$ cat src/rtl/spi_dds_ctrl.sv
// SPI slave register block feeding the DDS compiler tuning-word port (data/we) in the clk domain.
// Optional readback path enabled by defining SPI_READBACK_EN.
module spi_dds_ctrl #(
    parameter int unsigned      FTW_W     = 48,
    parameter logic [FTW_W-1:0] FTW_RESET = 48'h0000218DEF41,
    parameter logic [FTW_W-1:0] ID_VALUE  = 48'h00000E7C0001
) (
    input  logic             clk,
    input  logic             rst_n,
    input  logic             SCK,
    input  logic             MOSI,
    input  logic             SSEL,
    output logic             MISO,
    output logic [FTW_W-1:0] dds_data,
    output logic             dds_we,
    output logic             out_en,
    output logic             frame_err
);

    localparam int unsigned FRAME_BITS = FTW_W + 8;
    localparam int unsigned CNT_W      = $clog2(FRAME_BITS + 1);

    localparam logic [1:0] ST_IDLE = 2'd0;
    localparam logic [1:0] ST_CMD  = 2'd1;
    localparam logic [1:0] ST_DATA = 2'd2;
    localparam logic [1:0] ST_DONE = 2'd3;

    logic [2:0]       r_sck_s;
    logic [2:0]       r_ssel_s;
    logic [1:0]       r_mosi_s;
    logic [1:0]       r_state;
    logic [CNT_W-1:0] r_cnt;
    logic [FTW_W-1:0] r_rx_sr;
    logic             r_cmd_rd;
    logic [1:0]       r_cmd_addr;
    logic             r_exec;
    logic [FTW_W-1:0] r_stage;
    logic [FTW_W-1:0] r_dds_data;
    logic             r_dds_we;
    logic             r_out_en;
    logic             r_auto;
    logic             r_err;

    logic             w_sck_rise;
    logic             w_ssel_rise;
    logic             w_ssel_fall;
    logic             w_ssel_hi;
    logic             w_mosi;
    logic [1:0]       w_state_nxt;
    logic [CNT_W-1:0] w_cnt_nxt;
    logic             w_shift_in;
    logic             w_cmd_done;
    logic             w_frame_done;
    logic             w_abort;

    // The SSEL synchroniser resets to "selected" so a frame already in progress at reset
    // release never produces a falling edge; that frame is ignored until SSEL goes high.
    always_ff @(posedge clk or negedge rst_n) begin
        if (!rst_n) begin
            r_sck_s  <= 3'b000;
            r_ssel_s <= 3'b000;
            r_mosi_s <= 2'b00;
        end else begin
            r_sck_s  <= {r_sck_s[1:0], SCK};
            r_ssel_s <= {r_ssel_s[1:0], SSEL};
            r_mosi_s <= {r_mosi_s[0], MOSI};
        end
    end

    assign w_sck_rise  = r_sck_s[1] & ~r_sck_s[2];
    assign w_ssel_rise = r_ssel_s[1] & ~r_ssel_s[2];
    assign w_ssel_fall = ~r_ssel_s[1] & r_ssel_s[2];
    assign w_ssel_hi   = r_ssel_s[1];
    assign w_mosi      = r_mosi_s[1];

    always_comb begin
        w_state_nxt  = r_state;
        w_cnt_nxt    = w_ssel_hi ? '0 : r_cnt;
        w_shift_in   = 1'b0;
        w_cmd_done   = 1'b0;
        w_frame_done = 1'b0;
        w_abort      = 1'b0;
        case (r_state)
            ST_IDLE: begin
                if (w_ssel_fall) w_state_nxt = ST_CMD;
            end
            ST_CMD: begin
                if (w_ssel_rise) begin
                    w_state_nxt = ST_IDLE;
                    w_abort     = 1'b1;
                end else if (w_sck_rise) begin
                    w_shift_in = 1'b1;
                    w_cnt_nxt  = r_cnt + 1'b1;
                    if (r_cnt == CNT_W'(7)) begin
                        w_state_nxt = ST_DATA;
                        w_cmd_done  = 1'b1;
                    end
                end
            end
            ST_DATA: begin
                if (w_ssel_rise) begin
                    w_state_nxt = ST_IDLE;
                    w_abort     = 1'b1;
                end else if (w_sck_rise) begin
                    w_shift_in = 1'b1;
                    w_cnt_nxt  = r_cnt + 1'b1;
                    if (r_cnt == CNT_W'(FRAME_BITS - 1)) begin
                        w_state_nxt  = ST_DONE;
                        w_frame_done = 1'b1;
                    end
                end
            end
            default: begin
                if (w_ssel_rise) w_state_nxt = ST_IDLE;
            end
        endcase
    end

    always_ff @(posedge clk or negedge rst_n) begin
        if (!rst_n) begin
            r_state    <= ST_IDLE;
            r_cnt      <= '0;
            r_rx_sr    <= '0;
            r_cmd_rd   <= 1'b0;
            r_cmd_addr <= 2'd0;
            r_exec     <= 1'b0;
            r_stage    <= FTW_RESET;
            r_dds_data <= FTW_RESET;
            r_dds_we   <= 1'b0;
            r_out_en   <= 1'b0;
            r_auto     <= 1'b0;
            r_err      <= 1'b0;
        end else begin
            r_state  <= w_state_nxt;
            r_cnt    <= w_cnt_nxt;
            r_dds_we <= 1'b0;
            r_exec   <= w_frame_done & ~r_cmd_rd;
            if (w_shift_in) r_rx_sr <= {r_rx_sr[FTW_W-2:0], w_mosi};
            if (w_cmd_done) begin
                r_cmd_rd   <= r_rx_sr[6];
                r_cmd_addr <= {r_rx_sr[0], w_mosi};
            end
            if (w_abort) r_err <= 1'b1;
            if (r_exec) begin
                case (r_cmd_addr)
                    2'd0: begin
                        r_stage <= r_rx_sr;
                        if (r_auto) begin
                            r_dds_data <= r_rx_sr;
                            r_dds_we   <= 1'b1;
                        end
                    end
                    2'd1: begin
                        r_out_en <= r_rx_sr[0];
                        r_auto   <= r_rx_sr[1];
                        if (r_rx_sr[7]) r_err <= 1'b0;
                    end
                    2'd2: begin
                        r_dds_data <= r_stage;
                        r_dds_we   <= 1'b1;
                    end
                    default: r_err <= 1'b1;
                endcase
            end
        end
    end

`ifdef SPI_READBACK_EN
    logic [FTW_W-1:0] r_tx_sr;
    logic [FTW_W-1:0] w_rd_data;
    logic [1:0]       w_ld_addr;
    logic             w_sck_fall;
    logic             w_tx_act;

    assign w_sck_fall = ~r_sck_s[1] & r_sck_s[2];
    assign w_ld_addr  = {r_rx_sr[0], w_mosi};
    assign w_tx_act   = (r_state == ST_DATA) || (r_state == ST_DONE);

    always_comb begin
        w_rd_data = '0;
        case (w_ld_addr)
            2'd0:    w_rd_data = r_stage;
            2'd1:    w_rd_data = {{(FTW_W-2){1'b0}}, r_auto, r_out_en};
            2'd2:    w_rd_data = '0;
            default: w_rd_data = ID_VALUE;
        endcase
    end

    // The fall right after the 8th rise is skipped so bit 47 is still valid at the 9th rise.
    always_ff @(posedge clk or negedge rst_n) begin
        if (!rst_n) begin
            r_tx_sr <= '0;
        end else if (w_cmd_done) begin
            r_tx_sr <= r_rx_sr[6] ? w_rd_data : '0;
        end else if (w_sck_fall && w_tx_act && r_cnt >= CNT_W'(9)) begin
            r_tx_sr <= {r_tx_sr[FTW_W-2:0], 1'b0};
        end
    end

    assign MISO = ~SSEL & w_tx_act & r_tx_sr[FTW_W-1];
`else
    logic w_unused_id;

    assign w_unused_id = ^ID_VALUE;
    assign MISO        = 1'b0;
`endif

    assign dds_data  = r_dds_data;
    assign dds_we    = r_dds_we;
    assign out_en    = r_out_en;
    assign frame_err = r_err;

endmodule

$ cat config.mk
export PLATFORM = sky130hd
export DESIGN_NAME = spi_dds_ctrl
export DESIGN_NICKNAME = d
export VERILOG_FILES = /design/src/rtl/spi_dds_ctrl.sv
export SDC_FILE = /design/constraint.sdc
export NUM_CORES = 1
export LEC_CHECK = 0
export ABC_CLOCK_PERIOD_IN_PS = 2700
export CORE_MARGIN = 2
export CORE_UTILIZATION = 25
export DETAILED_ROUTE_END_ITERATION = 6
export GPL_ROUTABILITY_DRIVEN = 0
export PLACE_DENSITY_LB_ADDON = 0.08
export REMOVE_ABC_BUFFERS = 1
export SLEW_MARGIN = 25
export SYNTH_ARGS = -nofsm -noshare
export SYNTH_HDL_FRONTEND = slang
export SYNTH_SLANG_ARGS = --single-unit
$ cat constraint.sdc
create_clock -name clk -period 2.7 [get_ports clk]
set_input_delay 0.405 -clock clk [delete_from_list [all_inputs] [get_ports clk]]
set_output_delay 0.405 -clock clk [all_outputs]
set_load 0.03 [all_outputs]
==> run summary <==
The flow ran to the end, and the final reports show no timing, DRC or antenna violations. The count of buffers from port buffering came out at 55. The clock reaches the later pin of the worst-skew pair after 0.42 ns. The full die area came out at 28900 sq um. Setup repair after global routing left no endpoint under its margin. Multiplexer cells account for 24.3% of the synthesized area.

The number of antenna diodes in the final layout is 0. Total power for the finished layout comes to 5.79 mW. The leading cell type in the layout, fill and taps excluded is dfrtp_1. The clock-pin slew reported for the worst setup and hold paths after clock tree synthesis came out at 0.07 ns. The adder and majority cell fraction of the synthesized area came out at 0.907%.

The time the worst path needs with I/O delays and setup is 2.10 ns. The die is 170 um wide. The average detailed-routed wire length per instance is 14.8 um. The number of DRC violations after detailed-routing iteration 0 came out at 174. The top achievable clock speed is 477 MHz.

After synthesis the cells add up to 6890 sq um. The core region is 27000 sq um. The worst hold slack is 0.349 ns.

After detailed routing, the number of vias per cell comes to 4.25. The total of max-cap violations is 0. Yosys printed 0 warnings. The maximum fanout encountered on the critical timing path is 26. Counting every sink on the clock net gives 168. The post-synthesis register bit count came out at 168. Cells fill 31.4% of the core in the end. After synthesis, the netlist uses 36 different library cells.

The fraction of synthesis flops using an asynchronous set or reset pin is 100%. The site row count came out at 60. The critical path required time is 3.00 ns. The layout filler cell count is 2705.

After detailed routing, the total wire length is 13500 um. The clock tree synthesis step divided the H-tree into 4 levels. The simple-gate area share of the yosys netlist is 5.01%. Summed over all instances, the cell type with the most area after synthesis is dfrtp_1. The total DRC errors in the routed layout is 0. The min-delay analysis places its worst path in the category register to register.

The number of buffers created by CTS is 17. The post-detailed-route count of antenna-violating nets came out at 0. STA classifies the critical path endpoint as a register. The via count of the first global-routing pass came out at 4061. The post-synthesis share of cell area spent on xor and xnor gates came out at 0.381%.

The actual transition at the worst max-transition pin is 0.947 ns. Data on the critical path arrives at its endpoint at 2.40 ns. The final-report hold violation count is 0. The HPWL after detailed placement is 8710 um. By area, the combinational part of the netlist is dominated by multiplexers. The worst-case IR drop observed on VDD is 325 uV. The share of Yosys cell area claimed by the top area cell type is 50.1%.

The setup TNS came out at 0 ns. For this run, the leading register cell type out of synthesis is dfrtp_1. The remaining max-slew budget at the tightest pin came out at 36.7%. After layout, the worst path uses 77.7% of the clock period.

The complex-gate fraction of the synthesized area came out at 5.08%. The total placed instance area came out at 7850 sq um. The root buffer cell chosen for the clock tree is clkbuf_16.

The effective utilization at floorplan is 25.5%. For this run, the post-layout net count is 570. Summed over all layers, the global routing overflow is 0. Relative to the synthesized area, the layout overhead comes to 23.3%. The y dimension of the die came out at 170 um.

The initial antenna violation count came out at 0. The number of buffers between clock root and the deepest sink is 2. The ratio of cells with drive above 1 in the final layout is 31.2%.

The wire length of the first global-routing pass is 22400 um. Yosys attributes the largest share of cell area to dfrtp_1 50%, mux2_2 15%, dfstp_2 11%. A synthesized cell averages 13.7 sq um. In the layout the commonest cells are 138 x dfrtp_1, 93 x mux2_2, 54 x nand2_1, 54 x o21ai_0, 54 x clkdlybuf4s50_1. The cell count after synthesis is 504.

Once layout is done, the placed cells without fillers occupy 8500 sq um. For this design the ratio of total power to cell area is 681 nW/um^2. The number of setup buffers added after CTS is 0. The worst setup path is launched from a register. Global routing used 10.1% of the available tracks across all layers. The final number of setup-violating endpoints came out at 0. The total count of max-transition violations in the final report came out at 0. The clock tree skew after final layout came out at 0.0111 ns. The number of flops mapped to enable cells by yosys is 0. Summing over every cut layer, the via total after detailed routing is 3880. The largest net degree at the start of global routing is 54.

The standby leakage power is 3.60 nW. The worst setup path is of the register to register kind. TritonCTS built the clock tree. The number of I/O pins came out at 57. The sequential area share after synthesis came out at 61.5%. The number of iterations in the first detailed-routing pass is 2.
## worst paths after layout
check	startpoint	endpoint	slack (ns)	cells past startpoint
setup / recovery	r_state[1]	r_rx_sr[15]	0.60	6
hold / removal	r_ssel_s[0]	r_ssel_s[1]	0.35	0
setup reg to reg	r_state[1]	r_rx_sr[15]	0.60	6
hold reg to reg	r_ssel_s[0]	r_ssel_s[1]	0.35	0
max in group asynchronous	rst_n	dds_data[23]	1.39	3
min in group asynchronous	rst_n	r_stage[47]	0.51	2
## per-stage QoR
stage          setup WS (ns)  std cells
2_1_floorplan          -1.48        475
3_3_place_gp           0.647        881
3_5_place_dp           0.583        881
4_1_cts                0.563        914
5_1_grt                0.468        914
6_report               0.603        914
## metal layers
metal  wire [um]  track usage, %  up-vias
met5           0               0        -
met4         197            3.79        0
met3         357            2.42       13
met2        6400            16.3       47
met1        6550            13.0     1948
li1            -               -     1872
## state kept, by name (all words and copies together), names as in the netlist, 2 cells and up
signal and flops:
r_mosi_s 2, r_stage 48, r_rx_sr 48, r_cmd_addr 2, r_sck_s 3, dds_data 48
r_state 2, r_ssel_s 3, r_cnt 6
## worst max-delay path: stages (launching register included)
cell	delay, ns
dfrtp_1	0.40
inv_1	0.09
ha_1	0.30
and2_4	0.19
and2_4	0.38
buf_12	0.25
mux2_2	0.35
## power breakdown
| part | switching, mW | internal [mW] |
|---|---|---|
| combinational | 0.254 | 0.192 |
| clock | 1.01 | 1.65 |
| sequential | 0.0854 | 2.60 |
| total | 1.35 | 4.44 |
## area by class of cell
type	count	area, sq um	area share [%]
clock buffers	21	440	5.18
clock inverters	11	198	2.33
inverters	5	18.8	0.221
multi-input cells	302	2490	29.3
flip-flops and latches	168	4240	49.9
well taps	341	427	5.02
repair buffers	66	687	8.08
## cell families after synthesis
| logic type | count (synthesis) |
|---|---|
| DFF | 168 |
| other | 1 |
| muxes | 151 |
| AOI/OAI and AO/OA | 65 |
| adders and majority gates | 5 |
| and+or+nand+nor | 77 |
| xor gates and xnor gates | 3 |
| buffers and inverters | 34 |
## cell usage after synthesis, types with 2 or more instances
| master | n |
|---|---|
| mux2_4 | 9 |
| nor2_1 | 8 |
| o41ai_1 | 2 |
| and2_4 | 2 |
| inv_1 | 5 |
| dfrtp_1 | 138 |
| dfstp_2 | 30 |
| buf_4 | 4 |
| ha_1 | 5 |
| buf_6 | 3 |
| nand2b_1 | 2 |
| buf_2 | 12 |
| a21oi_1 | 2 |
| mux2_2 | 93 |
| clkbuf_1 | 9 |
| o21ai_0 | 54 |
| nand4_1 | 2 |
| nand2_1 | 54 |
| a31oi_1 | 2 |
| xor2_1 | 3 |
| mux2i_1 | 49 |
| nand3_1 | 2 |
## timing repair
item | 4_1_cts | 5_1_grt
hold endpoints to repair | 41 | 0
gates resized for setup | 0 | 0
hold buffers | 1 | 0
Note: power is estimated with default switching activity, not from simulation.
